<file path="config.mk">
export PLATFORM = sky130hd
export DESIGN_NAME = picomips_prog_loader_flat
export DESIGN_NICKNAME = d
export VERILOG_FILES = /design/src/rtl/picomips_pkg.sv /design/src/rtl/picomips_prog_loader_if.sv /design/src/rtl/picomips_op_encoder.sv /design/src/rtl/picomips_prog_loader.sv /design/src/flat_wrapper.sv
export SDC_FILE = /design/constraint.sdc
export NUM_CORES = 1
export LEC_CHECK = 0
export ABC_CLOCK_PERIOD_IN_PS = 2500
export BUFFER_PORTS_ARGS = -buffer_cell sky130_fd_sc_hd__buf_2
export CELL_PAD_IN_SITES_DETAIL_PLACEMENT = 0
export CELL_PAD_IN_SITES_GLOBAL_PLACEMENT = 1
export CORE_UTILIZATION = 35
export DETAILED_ROUTE_END_ITERATION = 8
export PLACE_DENSITY_LB_ADDON = 0.1
export SLEW_MARGIN = 20
export SYNTH_ARGS = -nofsm -noshare
export SYNTH_HDL_FRONTEND = slang
export SYNTH_HIERARCHICAL = 1
export SYNTH_SLANG_ARGS = --single-unit
export TNS_END_PERCENT = 50
</file>
<file path="constraint.sdc">
create_clock -name clk -period 2.5 [get_ports clk]
set_clock_uncertainty 0.2 [all_clocks]
set_input_delay 0.375 -clock clk [delete_from_list [all_inputs] [get_ports clk]]
set_output_delay 0.375 -clock clk [all_outputs]
set_load 0.02 [all_outputs]
</file>
<file path="src/rtl/picomips_pkg.sv">
// Shared picoMIPS definitions: opcode, ALU-function and loader state encodings.
// Latency: none (types and constants only).
// Backpressure: not applicable.
// Used by the program loader (encode side) and by the decoder (decode side),
// so opcode values here are the single source of truth for the ISA encoding.
package picomips_pkg;

  localparam int OPCODE_W = 3;

  typedef enum logic [OPCODE_W-1:0] {
    ADD  = 3'b000,
    ADDI = 3'b001,
    SUB  = 3'b010,
    SUBI = 3'b011,
    NOP  = 3'b100,
    BRI  = 3'b101,
    MUL  = 3'b110,
    MULI = 3'b111
  } opcode_t;

  typedef enum logic [1:0] {
    ALU_ADD = 2'b00,
    ALU_SUB = 2'b01,
    ALU_MUL = 2'b10,
    ALU_BRA = 2'b11
  } alufunc_t;

  typedef enum logic [1:0] {
    IDLE = 2'b00,
    LOAD = 2'b01,
    DONE = 2'b10,
    ERR  = 2'b11
  } state_t;

endpackage

</file>
<file path="src/rtl/picomips_prog_loader_if.sv">
// Control-tuple channel from the host/test port into the program loader.
// Latency: none (wires only).
// Backpressure: valid/ready; a tuple moves on a cycle with in_valid && in_ready.
// Ports: in_valid/in_ready handshake, tuple fields alufunc/imm/write/rd/rs/immval/last.
// master = host side (drives the tuple), slave = loader side (drives in_ready).
interface picomips_prog_loader_if #(
  parameter int REG_W = 3,
  parameter int IMM_W = 8
);
  logic             in_valid;
  logic             in_ready;
  logic [1:0]       in_alufunc;
  logic             in_imm;
  logic             in_write;
  logic [REG_W-1:0] in_rd;
  logic [REG_W-1:0] in_rs;
  logic [IMM_W-1:0] in_immval;
  logic             in_last;

  modport master (
    output in_valid, in_alufunc, in_imm, in_write, in_rd, in_rs, in_immval, in_last,
    input  in_ready
  );

  modport slave (
    input  in_valid, in_alufunc, in_imm, in_write, in_rd, in_rs, in_immval, in_last,
    output in_ready
  );
endinterface

</file>
<file path="src/rtl/picomips_op_encoder.sv">
// Maps a control tuple {alufunc, imm, write} onto its picoMIPS opcode.
// Latency: purely combinational.
// Backpressure: none; legal=0 flags a tuple with no opcode (opcode output is then NOP).
// Ports: alufunc/imm/write in, opcode/legal out.
module picomips_op_encoder
  import picomips_pkg::*;
(
  input  alufunc_t alufunc,
  input  logic     imm,
  input  logic     write,
  output opcode_t  opcode,
  output logic     legal
);

  always_comb begin
    opcode = NOP;
    legal  = 1'b1;
    case ({alufunc, imm, write})
      {ALU_ADD, 2'b01}: opcode = ADD;
      {ALU_ADD, 2'b11}: opcode = ADDI;
      {ALU_SUB, 2'b01}: opcode = SUB;
      {ALU_SUB, 2'b11}: opcode = SUBI;
      {ALU_ADD, 2'b00}: opcode = NOP;
      {ALU_BRA, 2'b10}: opcode = BRI;
      {ALU_MUL, 2'b01}: opcode = MUL;
      {ALU_MUL, 2'b11}: opcode = MULI;
      default:          legal  = 1'b0;
    endcase
  end

endmodule

</file>
<file path="src/rtl/picomips_prog_loader.sv">
// Encodes control tuples to picoMIPS instructions and writes them sequentially into instruction memory.
// Latency: a tuple accepted in cycle N is written (mem_we pulse) in cycle N+1.
// Backpressure: in_ready is high only while loading; DONE/ERR/IDLE refuse tuples until start.
// Ports: clk, reset (sync, active-high), start pulse, in_if tuple channel (slave),
//        mem_we/mem_addr/mem_wdata write port, busy/done/err status levels, count of words written.
module picomips_prog_loader
  import picomips_pkg::*;
#(
  parameter int ADDR_W = 6,
  parameter int REG_W  = 3,
  parameter int IMM_W  = 8
) (
  input  logic                        clk,
  input  logic                        reset,
  input  logic                        start,
  picomips_prog_loader_if.slave       in_if,
  output logic                        mem_we,
  output logic [ADDR_W-1:0]           mem_addr,
  output logic [2+2*REG_W+IMM_W:0]    mem_wdata,
  output logic                        busy,
  output logic                        done,
  output logic                        err,
  output logic [ADDR_W:0]             count
);

  localparam int IW = 3 + 2*REG_W + IMM_W;
  localparam logic [ADDR_W-1:0] LAST_ADDR = '1;

  state_t            state_q, state_d;
  logic [ADDR_W-1:0] ptr_q, ptr_d;
  logic [ADDR_W:0]   count_q, count_d;
  logic              mem_we_q, mem_we_d;
  logic [ADDR_W-1:0] mem_addr_q, mem_addr_d;
  logic [IW-1:0]     mem_wdata_q, mem_wdata_d;

  opcode_t           opcode;
  logic              legal;
  logic              xfer;
  logic [REG_W-1:0]  rd_f, rs_f;
  logic [IMM_W-1:0]  imm_f;
  logic [IW-1:0]     word;

  picomips_op_encoder u_enc (
    .alufunc (alufunc_t'(in_if.in_alufunc)),
    .imm     (in_if.in_imm),
    .write   (in_if.in_write),
    .opcode  (opcode),
    .legal   (legal)
  );

  assign in_if.in_ready = (state_q == LOAD);
  assign xfer           = in_if.in_valid && in_if.in_ready;

  // Register-form instructions carry no immediate, and NOP carries no operands
  // at all, so those fields are zeroed to keep the program image canonical.
  always_comb begin
    rd_f  = in_if.in_rd;
    rs_f  = in_if.in_rs;
    imm_f = in_if.in_imm ? in_if.in_immval : '0;
    if (opcode == NOP) begin
      rd_f  = '0;
      rs_f  = '0;
      imm_f = '0;
    end
    word = {opcode, rd_f, rs_f, imm_f};
  end

  always_comb begin
    state_d     = state_q;
    ptr_d       = ptr_q;
    count_d     = count_q;
    mem_we_d    = 1'b0;
    mem_addr_d  = mem_addr_q;
    mem_wdata_d = mem_wdata_q;
    case (state_q)
      LOAD: begin
        if (start) begin
          // Restart wins over any tuple offered in the same cycle.
          ptr_d   = '0;
          count_d = '0;
        end else if (xfer) begin
          if (!legal) begin
            state_d = ERR;
          end else begin
            mem_we_d    = 1'b1;
            mem_addr_d  = ptr_q;
            mem_wdata_d = word;
            count_d     = count_q + 1'b1;
            // The pointer parks on the last address instead of wrapping;
            // the load is over once that slot is written.
            if (ptr_q == LAST_ADDR || in_if.in_last) begin
              state_d = DONE;
            end
            if (ptr_q != LAST_ADDR) begin
              ptr_d = ptr_q + 1'b1;
            end
          end
        end
      end
      default: begin
        if (start) begin
          state_d = LOAD;
          ptr_d   = '0;
          count_d = '0;
        end
      end
    endcase
  end

  always_ff @(posedge clk) begin
    if (reset) begin
      state_q     <= IDLE;
      ptr_q       <= '0;
      count_q     <= '0;
      mem_we_q    <= 1'b0;
      mem_addr_q  <= '0;
      mem_wdata_q <= '0;
    end else begin
      state_q     <= state_d;
      ptr_q       <= ptr_d;
      count_q     <= count_d;
      mem_we_q    <= mem_we_d;
      mem_addr_q  <= mem_addr_d;
      mem_wdata_q <= mem_wdata_d;
    end
  end

  assign mem_we    = mem_we_q;
  assign mem_addr  = mem_addr_q;
  assign mem_wdata = mem_wdata_q;
  assign busy      = (state_q == LOAD);
  assign done      = (state_q == DONE);
  assign err       = (state_q == ERR);
  assign count     = count_q;

endmodule

</file>
<file path="src/flat_wrapper.sv">
// flat-port wrapper written by rule: the top's interface ports become plain ports
module picomips_prog_loader_flat import picomips_pkg::*;
#(
  parameter int ADDR_W = 6,
  parameter int REG_W  = 3,
  parameter int IMM_W  = 8
)
  (clk, reset, start, mem_we, mem_addr, mem_wdata, busy, done, err, count, in_if_in_valid, in_if_in_alufunc, in_if_in_imm, in_if_in_write, in_if_in_rd, in_if_in_rs, in_if_in_immval, in_if_in_last, in_if_in_ready);
  picomips_prog_loader_if #(.REG_W(REG_W), .IMM_W(IMM_W)) in_if_i ();
  input  logic clk;
  input  logic reset;
  input  logic start;
  output logic mem_we;
  output logic [ADDR_W-1:0] mem_addr;
  output logic [2+2*REG_W+IMM_W:0] mem_wdata;
  output logic busy;
  output logic done;
  output logic err;
  output logic [ADDR_W:0] count;
  input wire logic [$bits(in_if_i.in_valid)-1:0] in_if_in_valid;
  input wire logic [$bits(in_if_i.in_alufunc)-1:0] in_if_in_alufunc;
  input wire logic [$bits(in_if_i.in_imm)-1:0] in_if_in_imm;
  input wire logic [$bits(in_if_i.in_write)-1:0] in_if_in_write;
  input wire logic [$bits(in_if_i.in_rd)-1:0] in_if_in_rd;
  input wire logic [$bits(in_if_i.in_rs)-1:0] in_if_in_rs;
  input wire logic [$bits(in_if_i.in_immval)-1:0] in_if_in_immval;
  input wire logic [$bits(in_if_i.in_last)-1:0] in_if_in_last;
  output wire logic [$bits(in_if_i.in_ready)-1:0] in_if_in_ready;
  assign in_if_i.in_valid = in_if_in_valid;
  assign in_if_i.in_alufunc = in_if_in_alufunc;
  assign in_if_i.in_imm = in_if_in_imm;
  assign in_if_i.in_write = in_if_in_write;
  assign in_if_i.in_rd = in_if_in_rd;
  assign in_if_i.in_rs = in_if_in_rs;
  assign in_if_i.in_immval = in_if_in_immval;
  assign in_if_i.in_last = in_if_in_last;
  assign in_if_in_ready = in_if_i.in_ready;
  picomips_prog_loader #(.ADDR_W(ADDR_W), .REG_W(REG_W), .IMM_W(IMM_W)) u_core (.clk(clk), .reset(reset), .start(start), .in_if(in_if_i), .mem_we(mem_we), .mem_addr(mem_addr), .mem_wdata(mem_wdata), .busy(busy), .done(done), .err(err), .count(count));
endmodule
</file>
Word-level counts from Yosys, hierarchy flattened
Index checks and enable logic that the tools add are counted.
{"block": "classes", "n_reduce_logical": 13, "bitwise": 3, "n_addsub": 2, "n_mux": 24, "eq_ne": 15}
{"operator": "two-way mux 6 bit", "n": 6}
{"operator": "two-way mux 7 bit", "n": 5}
{"operator": "case mux 3 bit (7 select lines)", "n": 1}
{"operator": "two-way mux 8 bit", "n": 2}
{"operator": "== test 4 bit (second input constant)", "n": 3}
{"operator": "two-way mux 2 bit", "n": 6}
{"operator": "AND reduction 4 bit", "n": 3}
{"operator": "== test 4 x 3 -> 1 bit (second input constant)", "n": 2}
{"operator": "nonzero test 2 bit", "n": 4}
{"operator": "OR reduction 8 bit", "n": 1}
{"operator": "adder 7 x 1 -> 7 bit (second input constant)", "n": 1}
{"operator": "adder 6 x 1 -> 6 bit (second input constant)", "n": 1}
{"operator": "== test 6 bit (second input constant)", "n": 1}
{"operator": "two-way mux 3 bit", "n": 2}
{"operator": "!= test 6 bit (second input constant)", "n": 1}
{"operator": "== test 2 bit (second input constant)", "n": 2}
{"operator": "== test 4 x 1 -> 1 bit (second input constant)", "n": 1}
{"operator": "== test 4 x 2 -> 1 bit (second input constant)", "n": 1}
{"operator": "logical NOT 4 bit", "n": 1}
{"operator": "OR reduction 4 bit", "n": 1}
{"operator": "== test 3 bit (second input constant)", "n": 1}
{"operator": "!= test 3 bit (second input constant)", "n": 1}
{"operator": "inverter 1 bit", "n": 3}
{"operator": "AND reduction 3 bit", "n": 1}
{"operator": "other kinds (5)", "n": 6}
{"block": "totals", "inputBits": 23, "elab_cells": 63, "output_inout_bits": 35, "ff_bits": 39}

Depth between registers and ports, before layout
{"block": "logic_depth", "word_depth": 7, "depth_mapped": 8, "ltp_nobuf": 6}

Cells and area by module
The synthesis kept the hierarchy.
{"mod": "picomips_prog_loader", "seq_area_each_um2": 780.7, "n_inst": 1, "cells_each": 168, "area_each_um2": 1546.5}
{"mod": "picomips_op_encoder", "seq_area_each_um2": 0.0, "n_inst": 1, "cells_each": 8, "area_each_um2": 67.6}

Worst setup path before layout
No wires, ideal clock.
{"block": "synth_path", "path_kind": "input-to-reg", "startpoint": "in in_if_in_imm", "endpoint": "reg u_core.count_q[6], in the netlist u_core/count[6]", "setup_slack_ps": 407, "t_required_ps": 2230, "setup_ps": 70, "n_path_buf": 1, "arrival_time_ps": 1823, "stages": 6, "cell_sequence": "o311ai_1 -> and4b_1 -> buf_6 -> o2111ai_1 -> or3_1 -> a21oi_1"}
{"block": "synth_via", "elab_chain_cells": 5, "elab_cells_between_ends": 12, "cone_classes": "eq/ne: 7; mux: 1; reduce/logical: 4"}
{"element": "start, declared", "line_no": "flat_wrapper.sv:22", "rtl": "input wire logic [$bits(in_if_i.in_imm)-1:0] in_if_in_imm;"}
{"element": "== test 4 bit (tied with other cells)", "line_no": "picomips_op_encoder.sv:18", "rtl": "case ({alufunc, imm, write})"}
{"element": "OR reduction 8 bit (no source line) *"}
{"element": "two-way mux 1 bit *", "line_no": "picomips_op_encoder.sv:18"}
{"element": "nonzero test 2 bit (no source line) *"}
{"element": "AND reduction 3 bit (no source line) *"}
{"element": "end signal, assigned", "line_no": "picomips_prog_loader.sv:121", "rtl": "count_q <= count_d;"}
{"element": "end, declared", "line_no": "picomips_prog_loader.sv:31", "rtl": "logic [ADDR_W:0] count_q, count_d;"}
Mark *: on every way between the ends. The rest lies on a longest branch, timed or not.
A chain may end at the register's enable or synchronous reset.

Worst setup path after layout
{"block": "layout_path", "startpoint": "in in_if_in_alufunc[0]", "endpoint": "reg u_core.count_q[6], in the netlist u_core/count[6]"}
{"block": "layout_via", "elab_chain_cells": 5, "elab_cells_between_ends": 12, "cone_classes": "eq/ne: 7; mux: 1; reduce/logical: 4"}
{"element": "start, declared", "line_no": "flat_wrapper.sv:21", "rtl": "input wire logic [$bits(in_if_i.in_alufunc)-1:0] in_if_in_alufunc;"}
{"element": "== test 4 bit (tied with other cells)", "line_no": "picomips_op_encoder.sv:18"}
{"element": "OR reduction 8 bit (no source line) *"}
{"element": "two-way mux 1 bit *", "line_no": "picomips_op_encoder.sv:18"}
{"element": "net u_core.legal", "line_no": "picomips_prog_loader.sv:37", "rtl": "logic legal;"}
{"element": "nonzero test 2 bit (no source line) *"}
{"element": "AND reduction 3 bit (no source line) *"}
The timed path passes the listed nets; every way through them passes the cells marked *.

==> flow_summary.toml <==
[placement]
dpl_cell_area_um2 = 1960
io_buffers = 57
hpwlAfterDp_um = 2800
place_congestion = 0.773
dp_slack_ps = 116

[run_status]
outcome = "finished clean"

[layout]
stdcell_area_um2 = 2070
fillers = 421
multiInputGateArea_um2 = 779
drive_above_1_share_pct = 32.8
seq_area_um2 = 781
finish.utilization_pct = 47.2
area_growth_pct = 28.1
n_antenna_cell = 0
nNetsFinal = 262

[die]
start_util_pct = 36.8
num_rows = 24
die_x_um = 69.9
die_h_um = 69.9
die-area_um2 = 4890
ios = 58
core_um2 = 4380

[yosys]
synth_seq_area_share_pct = 48.4
synth_nets = 201
synthFlopType = "dfxtp_1"
ys_types = 41
syn-cell-area_um2 = 1610
synth_most_common_cell = "dfxtp_1"
synth_top_area_share_pct = 48.4
synth_edf_count = 0
yosysWarnings = 6
synthArstFlopShare_pct = 0
yosys-top-cells-area = "dfxtp_1 48%, nand2_1 5.3%, nor2_1 4.9%, a21oi_1 4.3%, a22oi_1 4.2%"
syn_avg_cell_area_um2 = 9.17
synthCells = 176
ys_ff_latch = 39
yosysTopAreaCell = "dfxtp_1"
synth_common_cells = "39 x dfxtp_1, 23 x nand2_1, 21 x nor2_1, 14 x a21oi_1, 9 x a22oi_1"

[power]
leakage_nw = 0.911
ir_drop_mv = 0.284
p_per_area_nw_per_um2 = 603

[setup_path]
setup.worst_path.start_class = "input port"
cp_max_fo = 5
arrival_ps = 2120
critPathRequiredTime_ps = 2530
worstReg2RegStart = "u_core/ptr_q[0]"
rr_worst_depth = 5
crit_path_end = "u_core/count[6]"
timing.rr.end = "u_core/ptr_q[5]"
reg2reg_slack_ps = 610
critPathKind = "in2reg"
crit_start = "in_if_in_alufunc[0]"
cp-end-kind = "register"

[clock_tree]
clkLatencyLatePin_ps = 290
clock-sinks = 39
cts_tree = "built"
hold_buffers = 0
postCtsSetupBuffers = 0
path_clk_slew_ps = 80
cts_root_buf = "clkbuf_8"
cts_buffer_depth = 2
cts_resized = 0
cts_buffers = 5
cts.htree.levels = 2

[timing]
slew_headroom_pct = 63.6
rsz0062_at_grt = "no"
tightestPinTransition_ps = 537
hold_viol = 0
max_freq_mhz = 477
min_period_ps = 2100
final.setup.tns_ps = 0
fin_ws_ps = 404
finalMaxSlewViolations = 0
fin_crit_sh_pct = 83.8
setup_viol = 0

[global_routing]
first_global_vias = 1376
grt_pass1_wl_um = 6260
grt_start_max_net_pins = 28
overflow = 0
grt_usage_pct = 16.2
antenna_found_initial = 0

[route]
viasPerCell = 5.10
wl_um = 3780
detail_route.first_pass.iterations = 4
drc = 0
vias = 1478
ant_nets = 0
routedWlPerCell_um = 13.0
drt_iter0_markers = 65

[job]
max-cap-violations = 0

[worst_hold_path]
hp-class = "in2reg"
## critical path: stages
cell and delay, ps:
buf_2 130, o311ai_1 510, and4b_1 360, o2111ai_1 210, or3_1 400, a21oi_1 150
## layer usage
| metal | GRT usage (%) | wire length, um | part of all wire (%) |
|---|---|---|---|
| met1 | 19.6 | 1680 | 44 |
| met5 | 0 | 0 | 0 |
| met2 | 27.2 | 1890 | 50 |
| met3 | 4.91 | 164 | 4.3 |
| met4 | 5.33 | 53 | 1.4 |
## layout make-up
type,instances,share of cell area [%]
tap,52,3.15
sequential,39,37.7
clock buffer,5,3.33
clock inverter,3,2.12
timing repair buffer,63,16.0
multi-input combinational,128,37.7
## stage by stage
stage / total power, mW / hold slack [ps] / instances
2_1_floorplan: 0.703 / 258 / 176
3_3_place_gp: 0.737 / 242 / 282
3_5_place_dp: 0.740 / 249 / 282
4_1_cts: 1.27 / 70.5 / 290
5_1_grt: 1.31 / 79.2 / 290
6_report: 1.25 / 86.5 / 290
## layout by cell type, fill, tap and decap left out, types with 2 or more instances in the layout
cell type  instances
clkbuf_8           5
nand3_1            4
nand2b_1           5
nand3b_1           2
and2_1             2
nor2_1            21
a311oi_1           2
or3_1              2
nand2_1           23
ha_1               2
or2_1              2
a22oi_1            9
a22o_1             7
and3_1             3
a211oi_1           2
a21oi_1           14
buf_4              6
buf_2             57
dfxtp_1           39
xor2_1             5
a31oi_1            2
nor2b_1            3
## flip-flops by register name, indices dropped and copies added, names as in the netlist
| register | cells |
|---|---|
| u_core/mem_wdata | 17 |
| u_core/mem_we | 1 |
| u_core/ptr_q | 6 |
| u_core/state_q | 2 |
| u_core/mem_addr | 6 |
| u_core/count | 7 |
## power breakdown
group          internal (mW)  switching, mW
clock                  0.297          0.225
combinational         0.0389         0.0553
sequential             0.626        0.00443
## how the worst min path moves through the flow
stage | start | endpoint | slack, ps | depth (start not counted)
floorplan | u_core/ptr_q[1] | u_core/mem_addr[1] | 260 | 2
global placement | u_core/mem_addr[0] | u_core/mem_addr[0] | 240 | 2
detailed placement | u_core/mem_addr[5] | u_core/mem_addr[5] | 250 | 2
CTS | in_if_in_rd[2] | u_core/mem_wdata[13] | 70 | 2
global route | in_if_in_rd[1] | u_core/mem_wdata[12] | 80 | 2
finish | in_if_in_rd[2] | u_core/mem_wdata[13] | 90 | 2
## logic make-up after synthesis
group	count (synthesis)	share of synthesized area [%]
compound gates	43	19.0
xor+xnor	6	3.26
fa+ha+maj	2	1.55
buf+inv	9	3.33
flops	39	48.4
simple gates	77	24.5
Power figures use the tool's default switching activity.
